==> config.mk <==
export PLATFORM = sky130hd
export DESIGN_NAME = seq_mag_comp
export DESIGN_NICKNAME = d
export VERILOG_FILES = /design/src/rtl/seq_mag_comp.sv
export SDC_FILE = /design/constraint.sdc
export NUM_CORES = 1
export LEC_CHECK = 0
export BUFFER_PORTS_ARGS = -buffer_cell sky130_fd_sc_hd__buf_2
export CAP_MARGIN = 10
export CELL_PAD_IN_SITES_DETAIL_PLACEMENT = 0
export CELL_PAD_IN_SITES_GLOBAL_PLACEMENT = 2
export CORE_MARGIN = 8
export CORE_UTILIZATION = 30
export DETAILED_ROUTE_END_ITERATION = 8
export PLACE_DENSITY = 0.76
export SLEW_MARGIN = 20
export SYNTH_ARGS = -nofsm -noshare
export SYNTH_HDL_FRONTEND = slang
export SYNTH_SLANG_ARGS = --single-unit
==> constraint.sdc <==
create_clock -name clk -period 3.4 [get_ports clk]
set_input_delay 0.34 -clock clk [delete_from_list [all_inputs] [get_ports clk]]
set_output_delay 0.34 -clock clk [all_outputs]
set_load 0.02 [all_outputs]
==> src/rtl/seq_mag_comp.sv <==
// Multi-cycle magnitude comparator: walks DIGIT-bit slices MSB first and stops on the first
// difference. Signed mode works by flipping operand MSBs at capture (offset binary).
module seq_mag_comp #(
  parameter int unsigned WIDTH = 8,
  parameter int unsigned DIGIT = 2
) (
  input  logic             clk,
  input  logic             rst,
  input  logic             start,
  input  logic [WIDTH-1:0] A,
  input  logic [WIDTH-1:0] B,
  input  logic             signed_mode,
  output logic             busy,
  output logic             done,
  output logic             A_gt_B,
  output logic             A_lt_B,
  output logic             A_eq_B
);

  localparam int unsigned NSLICE = WIDTH / DIGIT;
  localparam int unsigned IDXW   = (NSLICE > 1) ? $clog2(NSLICE) : 1;

  if ((WIDTH < 2) || (DIGIT == 0) || (WIDTH % DIGIT != 0)) begin : gen_bad_params
    $error("seq_mag_comp: WIDTH must be >= 2 and a multiple of DIGIT");
  end

  typedef enum logic [1:0] {StIdle, StCompare, StDone} state_e;

  state_e            state_q, state_d;
  logic [WIDTH-1:0]  a_q, a_d, b_q, b_d;
  logic [IDXW-1:0]   idx_q, idx_d;
  logic              gt_q, gt_d, lt_q, lt_d, eq_q, eq_d;

  logic [WIDTH-1:0]  a_sh, b_sh, msb_flip;
  logic [DIGIT-1:0]  a_sl, b_sl;
  logic              last_slice;

  // Shift the current slice up to the top so the slice select is constant.
  always_comb begin
    a_sh       = a_q << (idx_q * DIGIT);
    b_sh       = b_q << (idx_q * DIGIT);
    a_sl       = a_sh[WIDTH-1 -: DIGIT];
    b_sl       = b_sh[WIDTH-1 -: DIGIT];
    last_slice = (idx_q == IDXW'(NSLICE - 1));
    msb_flip   = {signed_mode, {(WIDTH-1){1'b0}}};
  end

  always_comb begin
    state_d = state_q;
    a_d     = a_q;
    b_d     = b_q;
    idx_d   = idx_q;
    gt_d    = gt_q;
    lt_d    = lt_q;
    eq_d    = eq_q;
    unique case (state_q)
      StIdle, StDone: begin
        if (start) begin
          a_d     = A ^ msb_flip;
          b_d     = B ^ msb_flip;
          idx_d   = '0;
          gt_d    = 1'b0;
          lt_d    = 1'b0;
          eq_d    = 1'b0;
          state_d = StCompare;
        end else begin
          state_d = StIdle;
        end
      end
      StCompare: begin
        if (a_sl > b_sl) begin
          gt_d    = 1'b1;
          state_d = StDone;
        end else if (a_sl < b_sl) begin
          lt_d    = 1'b1;
          state_d = StDone;
        end else if (last_slice) begin
          eq_d    = 1'b1;
          state_d = StDone;
        end else begin
          idx_d = idx_q + 1'b1;
        end
      end
      default: state_d = StIdle;
    endcase
  end

  always_ff @(posedge clk) begin
    if (rst) begin
      state_q <= StIdle;
      a_q     <= '0;
      b_q     <= '0;
      idx_q   <= '0;
      gt_q    <= 1'b0;
      lt_q    <= 1'b0;
      eq_q    <= 1'b0;
    end else begin
      state_q <= state_d;
      a_q     <= a_d;
      b_q     <= b_d;
      idx_q   <= idx_d;
      gt_q    <= gt_d;
      lt_q    <= lt_d;
      eq_q    <= eq_d;
    end
  end

  assign busy   = (state_q == StCompare);
  assign done   = (state_q == StDone);
  assign A_gt_B = gt_q;
  assign A_lt_B = lt_q;
  assign A_eq_B = eq_q;

endmodule

==> flow_metrics.env, run 1 <==
export IMPL_critPathKind="reg -> reg"
export IMPL_cts_made_buffers=3
export IMPL_start_kind="register"
export IMPL_synth_most_common_cell="nand2_1"
export IMPL_wl_per_cell_microns=12.4
export IMPL_start_util=0.308
export IMPL_critPathMaxStageDelay_ns=0.56
export IMPL_synth_edf_count=0
export IMPL_clock_latency_ns=0.31
export IMPL_cts_tree="built"
export IMPL_cts_path_max_buffers=2
export IMPL_setup_worst_path_end_class="register"
export IMPL_grt_pass1_vias=820
export IMPL_critPathTopFamily="multiplexers"
export IMPL_r2r_slack_ns=0.96
export IMPL_crit_chain="mux4_2 -> ha_1 -> nand2_1 -> or4_4 -> mux2_4"
export IMPL_timing_hold_ws_ns=0.252
export IMPL_synth_top_cell_area_share=0.451
export IMPL_grtUsageTotal=0.0916
export IMPL_netlist_instances=114
export IMPL_run_status="finished, final reports clean"
export IMPL_routed_wl_microns=2240
export IMPL_cts_setup_buffers=0
export IMPL_yosys_area_top_type="dfxtp_1"
export IMPL_ys_flop_type="dfxtp_1"
export IMPL_antenna_found_initial=0
export IMPL_drcViolationCount=0
export IMPL_setup_tns_ns=0
export IMPL_cts_resized=0
export IMPL_vias_per_cell=4.54
export IMPL_hold_buffers=0
export IMPL_diodes=0
export IMPL_fill_cells=371
export IMPL_ant_nets=0
export IMPL_drtPass1Iterations=4
export IMPL_clkPwrFrac=0.241
export IMPL_rr_worst_depth=5
export IMPL_p_int_uw=378
export IMPL_final_net_count=159
export IMPL_synth_commonest_cells="nand2_1, dfxtp_1, a21oi_1"
export IMPL_synth_nets=137
export IMPL_yosysSeqAreaShare=0.451
export IMPL_slowest_stage="mux4_2"
export IMPL_multi_input_area_sq_um=514
export IMPL_post_dp_hpwl_microns=1640
export IMPL_whs_path_depth=3
export IMPL_maxCapViolCount=0
export IMPL_finalMaxSlewViolations=0
export IMPL_core_area_sq_mm=0.00331
export IMPL_htree_levels=1
export IMPL_swShare=0.274
export IMPL_drive_above_1_share=0.244
export IMPL_fin_skew_ns=0.00158
export IMPL_worstPathArrival_ns=2.65
export IMPL_gp_congestion=0.713
export IMPL_worst_pin_slew_ns=0.682
export IMPL_combPwrFrac=0.183
export IMPL_clock_fmax_mhz=410
export IMPL_clk_pin_slew_ns=0.12
export IMPL_cts_sinks=23
export IMPL_hold_class="in -> reg"
export IMPL_dieArea_sq_mm=0.00553
export IMPL_grt_pass1_wl_microns=3860
export IMPL_hold_viol=0
export IMPL_synth_area_leaders="dfxtp_1, nand2_1, mux4_2"
export IMPL_peakVddDrop_mv=0.144
export IMPL_netlist_area_sq_mm=0.00102
export IMPL_ys_async_sr_fraction=0
export IMPL_setup_viol=0
export IMPL_grt_max_degree=26
export IMPL_p_leak_uw=0.000496
export IMPL_die_y_microns=74.3
export IMPL_areaGrowthSynthToFinish_pct=17.3
export IMPL_drt_iter0_drc=20
export IMPL_p_switching_uw=142
export IMPL_ys_ff_latch=23
export IMPL_rows=21
export IMPL_avgSynthCellArea_sq_um=8.96
export IMPL_io_pins=25
export IMPL_cts_root_buf="clkbuf_4"
export IMPL_vias=821
export IMPL_regArea_sq_um=460
export IMPL_path_depth=5
export IMPL_cellPowerDensity_mw_per_mm2=434
export IMPL_relSlewSlack=0.546
export IMPL_fin_crit_sh=0.717
export IMPL_seq_power_share=0.575
export IMPL_path_buf_inv=0
export IMPL_synth_cell_type_count=22
export IMPL_die_w_microns=74.3
export IMPL_yosysWarnings=0
export IMPL_period_needed_ns=2.44
export IMPL_port_buffers=24
export IMPL_overflow=0
export IMPL_critPathMaxFanout=7
export IMPL_crit_required_ns=3.61
export IMPL_rsz0062_at_grt="no"
## worst paths after layout
kind / startpoint / to
worst max-delay path: idx_q[0] / idx_q[0]
worst min-delay path: A[1] / a_q[1]
worst max register to register: idx_q[0] / idx_q[0]
worst min register to register: A_gt_B / A_gt_B
## sequential cells by signal (all words and copies together), names as in the netlist
register	cells
A_eq_B	1
A_gt_B	1
A_lt_B	1
a_q	8
b_q	8
idx_q	2
state_q	2
## placed cells by master (no fill, tap or decap), drive strengths merged
cell	n
nor2	4
nand3b	3
nor3b	2
o211ai	1
mux2	1
buf	24
inv	5
dfxtp	23
o32ai	1
xnor2	2
a21oi	16
or4	1
mux2i	1
nand2	30
mux4	4
clkbuf	4
nor2b	3
ha	3
o32a	1
a211oi	2
nand2b	2
and2b	2
## power groups by stage
stage                     Combinational, uW  Clock (uW)  Sequential (uW)
after global placement                 95.7           0              306
after floorplan                        71.4           0              302
after detailed placement               97.0           0              306
final                                  95.4         126              299
after global routing                    109         142              303
after CTS                              97.5         133              300
## per-layer routing
layer | wire length, microns | global-route usage | vias up
met5 | 0 | 0 | -
li1 | - | - | 425
met1 | 1030 | 0.111 | 376
met2 | 1010 | 0.141 | 16
met4 | 45 | 0.0457 | 0
met3 | 149 | 0.0323 | 4
## metrics by stage
step | total power, uW | std cells | utilization | instance area (sq um) | setup WS [ns]
5_1_grt | 553 | 181 | 0.362 | 1200 | 0.859
6_report | 520 | 181 | 0.362 | 1200 | 0.963
2_1_floorplan | 374 | 114 | - | 1020 | 0.982
4_1_cts | 531 | 181 | 0.362 | 1200 | 0.941
3_5_place_dp | 403 | 177 | 0.354 | 1170 | 0.961
3_3_place_gp | 402 | 177 | 0.354 | 1170 | 1.01
## worst reg2reg max path: stages, from the launching register on
cell and delay, ns:
dfxtp_1 0.55, mux4_2 0.56, ha_1 0.30, nand2_1 0.09, or4_4 0.53, mux2_4 0.32
## layout make-up
type | count | share of cell area
Clock buffer | 4 | 0.0219
Timing Repair Buffer | 24 | 0.100
Multi-Input combinational cell | 79 | 0.429
Sequential cell | 23 | 0.385
Inverter | 5 | 0.0157
Tap cell | 46 | 0.0481
## cells by family (layout without fill, tap and decap cells)
family | Yosys count | after routing | share of synthesized area
AO/OA/AOI/OAI | 21 | 21 | 0.119
XOR/XNOR | 2 | 2 | 0.0172
adder cells (fa/ha/maj) | 3 | 3 | 0.0368
buffers and inverters | 12 | 33 | 0.0453
flip-flops | 23 | 23 | 0.451
multiplexers | 6 | 6 | 0.113
AND/OR/NAND/NOR | 47 | 47 | 0.218
(Power assumes the default switching activity.)
==> inputs of run 2 (changes only) <==
--- a/config.mk
+++ b/config.mk
@@ -5,14 +5,15 @@
 export SDC_FILE = /design/constraint.sdc
 export NUM_CORES = 1
 export LEC_CHECK = 0
+export ABC_AREA = 1
 export BUFFER_PORTS_ARGS = -buffer_cell sky130_fd_sc_hd__buf_2
 export CAP_MARGIN = 10
 export CELL_PAD_IN_SITES_DETAIL_PLACEMENT = 0
 export CELL_PAD_IN_SITES_GLOBAL_PLACEMENT = 2
 export CORE_MARGIN = 8
-export CORE_UTILIZATION = 30
+export CORE_UTILIZATION = 26
 export DETAILED_ROUTE_END_ITERATION = 8
-export PLACE_DENSITY = 0.76
+export PLACE_DENSITY = 0.73
 export SLEW_MARGIN = 20
 export SYNTH_ARGS = -nofsm -noshare
 export SYNTH_HDL_FRONTEND = slang
==> constraint.sdc (replaced) <==
create_clock -name clk -period 2 [get_ports clk]
set_input_delay 0.2 -clock clk [delete_from_list [all_inputs] [get_ports clk]]
set_output_delay 0.2 -clock clk [all_outputs]
set_load 0.02 [all_outputs]
==> flow_metrics.env, run 2 <==
export IMPL_synth_cell_type_count=23
export IMPL_routed_wl_microns=2550
export IMPL_diodes=0
export IMPL_io_pins=25
export IMPL_pre_cts_slack_ns=0.194
export IMPL_ys_ff_latch=23
export IMPL_clkPwrFrac=0.157
export IMPL_final_cell_mix="nor2_1, buf_2, dfxtp_1"
export IMPL_worstPathArrival_ns=1.97
export IMPL_timing_final_ws_setup_ns=0.194
export IMPL_cts_root_buf="clkbuf_8"
export IMPL_grt_pass1_vias=920
export IMPL_setup_tns_ns=0
export IMPL_rows=23
export IMPL_overflow=0
export IMPL_rr_worst_depth=10
export IMPL_avgSynthCellArea_sq_um=7.48
export IMPL_start_kind="register"
export IMPL_cts_made_buffers=3
export IMPL_top_regs="a_q: 8 flops, b_q: 8 flops"
export IMPL_synth_top_cell_area_share=0.424
export IMPL_wl_per_cell_microns=11.5
export IMPL_drtPass1Iterations=4
export IMPL_vias=976
export IMPL_worst_pin_slew_ns=0.441
export IMPL_peakVddDrop_mv=0.343
export IMPL_antenna_found_initial=0
export IMPL_finalMaxSlewViolations=0
export IMPL_gp_congestion=0.815
export IMPL_critPathKind="reg -> reg"
export IMPL_synth_commonest_cells="nor2_1, dfxtp_1, o21ai_0"
export IMPL_ys_flop_type="dfxtp_1"
export IMPL_yosys_area_top_type="dfxtp_1"
export IMPL_synth_edf_count=0
export IMPL_grt_max_degree=19
export IMPL_seq_power_share=0.359
export IMPL_swShare=0.424
export IMPL_period_needed_ns=1.81
export IMPL_yosysSeqAreaShare=0.424
export IMPL_netlist_area_sq_mm=0.00108
export IMPL_crit_end="idx_q[1]"
export IMPL_start_util=0.271
export IMPL_relSlewSlack=0.706
export IMPL_netlist_instances=145
export IMPL_setup_viol=0
export IMPL_yosysWarnings=0
export IMPL_hold_buffers=0
export IMPL_crit_required_ns=2.16
export IMPL_r2r_start="idx_q[0]"
export IMPL_grtUsageTotal=0.0819
export IMPL_cts_sinks=23
export IMPL_core_area_sq_mm=0.00400
export IMPL_dieArea_sq_mm=0.00650
export IMPL_final_net_count=196
export IMPL_run_status="finished, final reports clean"
export IMPL_setup_worst_path_end_class="register"
export IMPL_synth_area_leaders="dfxtp_1, nor2_1, o21ai_0"
export IMPL_areaGrowthSynthToFinish_pct=20.0
export IMPL_drt_iter0_drc=45
export IMPL_drcViolationCount=0
export IMPL_p_int_uw=1040
export IMPL_hold_viol=0
export IMPL_htree_levels=1
export IMPL_rsz0062_at_grt="no"
export IMPL_clock_fmax_mhz=554
export IMPL_r2r_slack_ns=0.19
export IMPL_maxCapViolCount=0
export IMPL_grt_pass1_wl_microns=4170
export IMPL_cellPowerDensity_mw_per_mm2=1390
export IMPL_fin_skew_ns=0.00168
export IMPL_p_switching_uw=768
export IMPL_clk_pin_slew_ns=0.08
export IMPL_r2r_end="idx_q[1]"
export IMPL_die_w_microns=80.6
export IMPL_die_y_microns=80.6
export IMPL_vias_per_cell=4.40
export IMPL_combPwrFrac=0.483
export IMPL_port_buffers=24
export IMPL_ant_nets=0
export IMPL_clock_latency_ns=0.26
export IMPL_fin_crit_sh=0.903
export IMPL_setup_worst_path_start="idx_q[0]"
export IMPL_p_leak_uw=0.000596
export IMPL_critPathMaxFanout=9
export IMPL_synth_most_common_cell="nor2_1"
export IMPL_drive_above_1_share=0.273
export IMPL_mostFrequentLayoutCell="nor2_1"
export IMPL_ys_async_sr_fraction=0
export IMPL_synth_nets=168
export IMPL_hold_class="in -> reg"
export IMPL_post_dp_hpwl_microns=1960
export IMPL_cts_tree="built"
export IMPL_cts_path_max_buffers=2
## run 2: changes by cell type in the layout (fill, tap and decap cells not counted), sizes merged, moves of 3 or more
cell	previous run	this run
buf	24	28
nor2b	3	0
nor2	4	44
a21oi	16	7
inv	5	11
o21ai	0	20
nand3	0	5
nand2	30	18
mux4	4	0
## run 2: worst min path at each step
stage               startpoint      to  slack [ns]  depth (start not counted)
global placement          B[2]  b_q[2]        0.42                          3
finish                    A[1]  a_q[1]        0.16                          3
floorplan                  rst  A_eq_B        0.27                          1
detailed placement        B[3]  b_q[3]        0.43                          3
global route              B[4]  b_q[4]        0.15                          3
CTS                        rst  A_lt_B        0.15                          2
## run 2: timing repair
action	CTS	global route
buffers inserted	0	0
resized for setup	0	1
endpoints found under the setup margin	0	2
## run 2: cell type report
cell class                      count  area (sq um)
Tap cell                           50          62.6
Timing Repair Buffer               28           150
Multi-Input combinational cell    105           534
Clock buffer                        4          45.0
Fill cell                         446          2700
Inverter                           12          48.8
Sequential cell                    23           460
## run 2: metal layers
| layer | share of wire | up-vias | global-route usage |
|---|---|---|---|
| met1 | 0.48 | 419 | 0.102 |
| met3 | 0.086 | 4 | 0.0301 |
| met2 | 0.42 | 27 | 0.121 |
| met4 | 0.012 | 0 | 0.0382 |
| met5 | 0 | - | 0 |
| li1 | - | 526 | - |
## run 2: kinds of logic after synthesis
| kind of cell | after synthesis | synth area share |
|---|---|---|
| AOI/OAI and AO/OA | 31 | 0.155 |
| xor gates and xnor gates | 2 | 0.0162 |
| adders and majority gates | 3 | 0.0346 |
| buffers and inverters | 17 | 0.0830 |
| DFF | 23 | 0.424 |
| and+or+nand+nor | 69 | 0.287 |
## run 2: per-stage QoR
step	utilization	total power, uW	std cells	instance area, sq um	hold slack (ns)
after floorplan	-	1330	145	1080	0.269
after global placement	0.313	1540	218	1250	0.424
after detailed placement	0.313	1540	218	1250	0.427
after CTS	0.324	1830	222	1300	0.152
after global routing	0.325	2010	222	1300	0.155
final	0.325	1810	222	1300	0.158
## run 2: power by group through the flow
stage | Clock, uW | Combinational, uW | Sequential, uW
after CTS | 298 | 885 | 648
after global routing | 325 | 1020 | 666
final | 285 | 876 | 651
after detailed placement | 0 | 883 | 658
after floorplan | 0 | 680 | 653
after global placement | 0 | 881 | 657
## run 2: critical path, stage by stage, from the launching register on
cell,delay [ns]
dfxtp_1,0.40
clkinvlp_4,0.19
o21ai_0,0.19
o22ai_1,0.10
ha_1,0.31
nand2_1,0.10
nand2_1,0.09
nand3_1,0.15
nand3_1,0.09
nand2_1,0.06
nor2_1,0.04
==> inputs of run 3 (changes only) <==
--- a/config.mk
+++ b/config.mk
@@ -5,15 +5,16 @@
 export SDC_FILE = /design/constraint.sdc
 export NUM_CORES = 1
 export LEC_CHECK = 0
-export ABC_AREA = 1
 export BUFFER_PORTS_ARGS = -buffer_cell sky130_fd_sc_hd__buf_2
 export CAP_MARGIN = 10
 export CELL_PAD_IN_SITES_DETAIL_PLACEMENT = 0
 export CELL_PAD_IN_SITES_GLOBAL_PLACEMENT = 2
 export CORE_MARGIN = 8
-export CORE_UTILIZATION = 26
+export CORE_UTILIZATION = 27
 export DETAILED_ROUTE_END_ITERATION = 8
-export PLACE_DENSITY = 0.73
+export HOLD_SLACK_MARGIN = 0.1
+export MAX_ROUTING_LAYER = met4
+export PLACE_DENSITY = 0.72
 export SLEW_MARGIN = 20
 export SYNTH_ARGS = -nofsm -noshare
 export SYNTH_HDL_FRONTEND = slang
==> flow_metrics.env, run 3 (same netlist as run 1, synthesis figures left out) <==
export IMPL_final_cell_mix="nand2_1, buf_2, dfxtp_1"
export IMPL_run_status="finished with violations"
export IMPL_die_w_microns=77.5
export IMPL_start_kind="register"
export IMPL_drt_iter0_drc=22
export IMPL_vias_per_cell=4.35
export IMPL_worstPathArrival_ns=2.41
export IMPL_relSlewSlack=0.550
export IMPL_clk_pin_slew_ns=0.08
export IMPL_rsz0062_at_grt="yes"
export IMPL_cts_root_buf="clkbuf_8"
export IMPL_areaGrowthSynthToFinish_pct=27.8
export IMPL_final_net_count=166
export IMPL_port_buffers=24
export IMPL_grt_max_degree=26
export IMPL_io_pins=25
export IMPL_cts_path_max_buffers=2
export IMPL_cts_made_buffers=3
export IMPL_vias=827
export IMPL_core_area_sq_mm=0.00366
export IMPL_violations="setup timing"
export IMPL_rr_worst_depth=5
export IMPL_combPwrFrac=0.209
export IMPL_instances_no_fill=190
export IMPL_setup_worst_path_end_class="register"
export IMPL_routed_wl_microns=2290
export IMPL_cts_tree="built"
export IMPL_fin_crit_sh=1.12
export IMPL_critPathMaxFanout=6
export IMPL_drcViolationCount=0
export IMPL_whs_path_depth=3
export IMPL_maxCapViolCount=0
export IMPL_drtPass1Iterations=4
export IMPL_antenna_found_initial=0
export IMPL_p_int_uw=735
export IMPL_clkPwrFrac=0.285
export IMPL_min_from="B[2]"
export IMPL_swShare=0.268
export IMPL_cellPowerDensity_mw_per_mm2=769
export IMPL_wl_per_cell_microns=12.0
export IMPL_timing_final_ws_setup_ns=-0.247
export IMPL_r2r_end="idx_q[0]"
export IMPL_power_total_uw=1000
export IMPL_peakVddDrop_mv=0.264
export IMPL_r2r_start="idx_q[0]"
export IMPL_seq_power_share=0.506
export IMPL_clock_latency_ns=0.26
export IMPL_gp_congestion=0.735
export IMPL_r2r_slack_ns=-0.25
export IMPL_hold_buffers=0
export IMPL_setup_viol=4
export IMPL_dp_cells=185
export IMPL_critPathMaxStageDelay_ns=0.52
export IMPL_top_regs="a_q: 8 flops, b_q: 8 flops"
export IMPL_mostFrequentLayoutCell="nand2_1"
export IMPL_die_y_microns=77.5
export IMPL_grt_pass1_vias=871
export IMPL_htree_levels=1
export IMPL_ant_nets=0
export IMPL_p_leak_uw=0.000546
export IMPL_finalMaxSlewViolations=0
export IMPL_fin_skew_ns=0.00728
export IMPL_hold_class="in -> reg"
export IMPL_rows=22
export IMPL_fill_cells=383
export IMPL_start_util=0.279
export IMPL_p_switching_uw=269
export IMPL_worst_pin_slew_ns=0.675
export IMPL_period_needed_ns=2.25
export IMPL_grtUsageTotal=0.0812
export IMPL_slowest_stage="or4_4"
export IMPL_grt_pass1_wl_microns=3920
export IMPL_drive_above_1_share=0.324
export IMPL_dieArea_sq_mm=0.00601
export IMPL_clock_fmax_mhz=445
export IMPL_hold_viol=0
export IMPL_critPathKind="reg -> reg"
export IMPL_cts_sinks=23
export IMPL_crit_required_ns=2.16
export IMPL_diodes=0
export IMPL_crit_chain="mux4_2 -> ha_1 -> nand2_4 -> or4_4 -> mux2_4"
export IMPL_overflow=0
export IMPL_holdPathEnd="b_q[2]"
export IMPL_post_dp_hpwl_microns=1690
==> run 3: changes by cell type in the layout (fill, tap and decap cells not counted), moves of 4 or more <==
cell / previous run / this run
a21oi_1: 7 / 15
inv_1: 9 / 5
mux4_2: 0 / 4
nand2_1: 17 / 29
nand3_1: 4 / 0
nor2_1: 33 / 4
nor2_2: 10 / 0
o21ai_0: 20 / 0
==> run 3: worst max-delay path by stage <==
stage / from / cells after the start / to / slack, ns
finish: idx_q[0] / 5 / idx_q[0] / -0.25
global route: idx_q[0] / 5 / idx_q[0] / -0.30
CTS: idx_q[0] / 5 / idx_q[0] / -0.25
detailed placement: idx_q[0] / 5 / idx_q[0] / -0.28
global placement: idx_q[0] / 5 / idx_q[0] / -0.23
floorplan: idx_q[0] / 6 / idx_q[0] / -0.24
==> run 3: metrics by stage <==
step | TNS [ns] | setup slack (ns) | hold WS, ns | area [sq um] | utilization
global placement | -0.584 | -0.234 | 0.438 | 1240 | 0.339
detailed placement | -0.745 | -0.282 | 0.443 | 1240 | 0.339
CTS | -0.749 | -0.247 | 0.157 | 1310 | 0.357
global route | -0.936 | -0.296 | 0.147 | 1310 | 0.356
finish | -0.728 | -0.247 | 0.163 | 1310 | 0.356
floorplan | -0.417 | -0.236 | 0.272 | 1050 | -
==> run 3: area by class of cell <==
type / count / area [sq um] / area share
Multi-Input combinational cell: 79 / 543 / 0.416
Timing Repair Buffer: 31 / 173 / 0.132
Inverter: 5 / 18.8 / 0.0144
Clock buffer: 3 / 41.3 / 0.0316
Sequential cell: 23 / 464 / 0.356
Clock inverter: 1 / 5.00 / 0.00384
Tap cell: 48 / 60.1 / 0.0460
==> run 3: per-layer routing <==
metal  part of all wire  vias to the layer above  track usage  wire, microns
li1                   -                      438            -              -
met1               0.50                      362       0.0951           1140
met2               0.44                       25        0.123           1010
met3              0.048                        2       0.0265            110
met4             0.0083                        0       0.0377             19
met5                  0                        -            -              0
==> run 3: power groups by stage <==
stage	clock network, uW	registers (uW)	logic (uW)
2_1_floorplan	0	515	135
3_3_place_gp	0	520	197
3_5_place_dp	0	520	199
4_1_cts	297	509	213
5_1_grt	326	514	233
6_report	286	508	210
==> run 3: worst max-delay path, delay by kind of cell, from the launching register on <==
family,cells,cell delay (ns)
muxes,2,0.82
and+or+nand+nor,2,0.58
adders and majority gates,1,0.33
DFF,1,0.41
==> run 3: timing repair <==
action	4_1_cts	5_1_grt
setup endpoints to repair	4	5
pin swaps	1	1
setup buffers	2	0
gates resized for setup	2	1
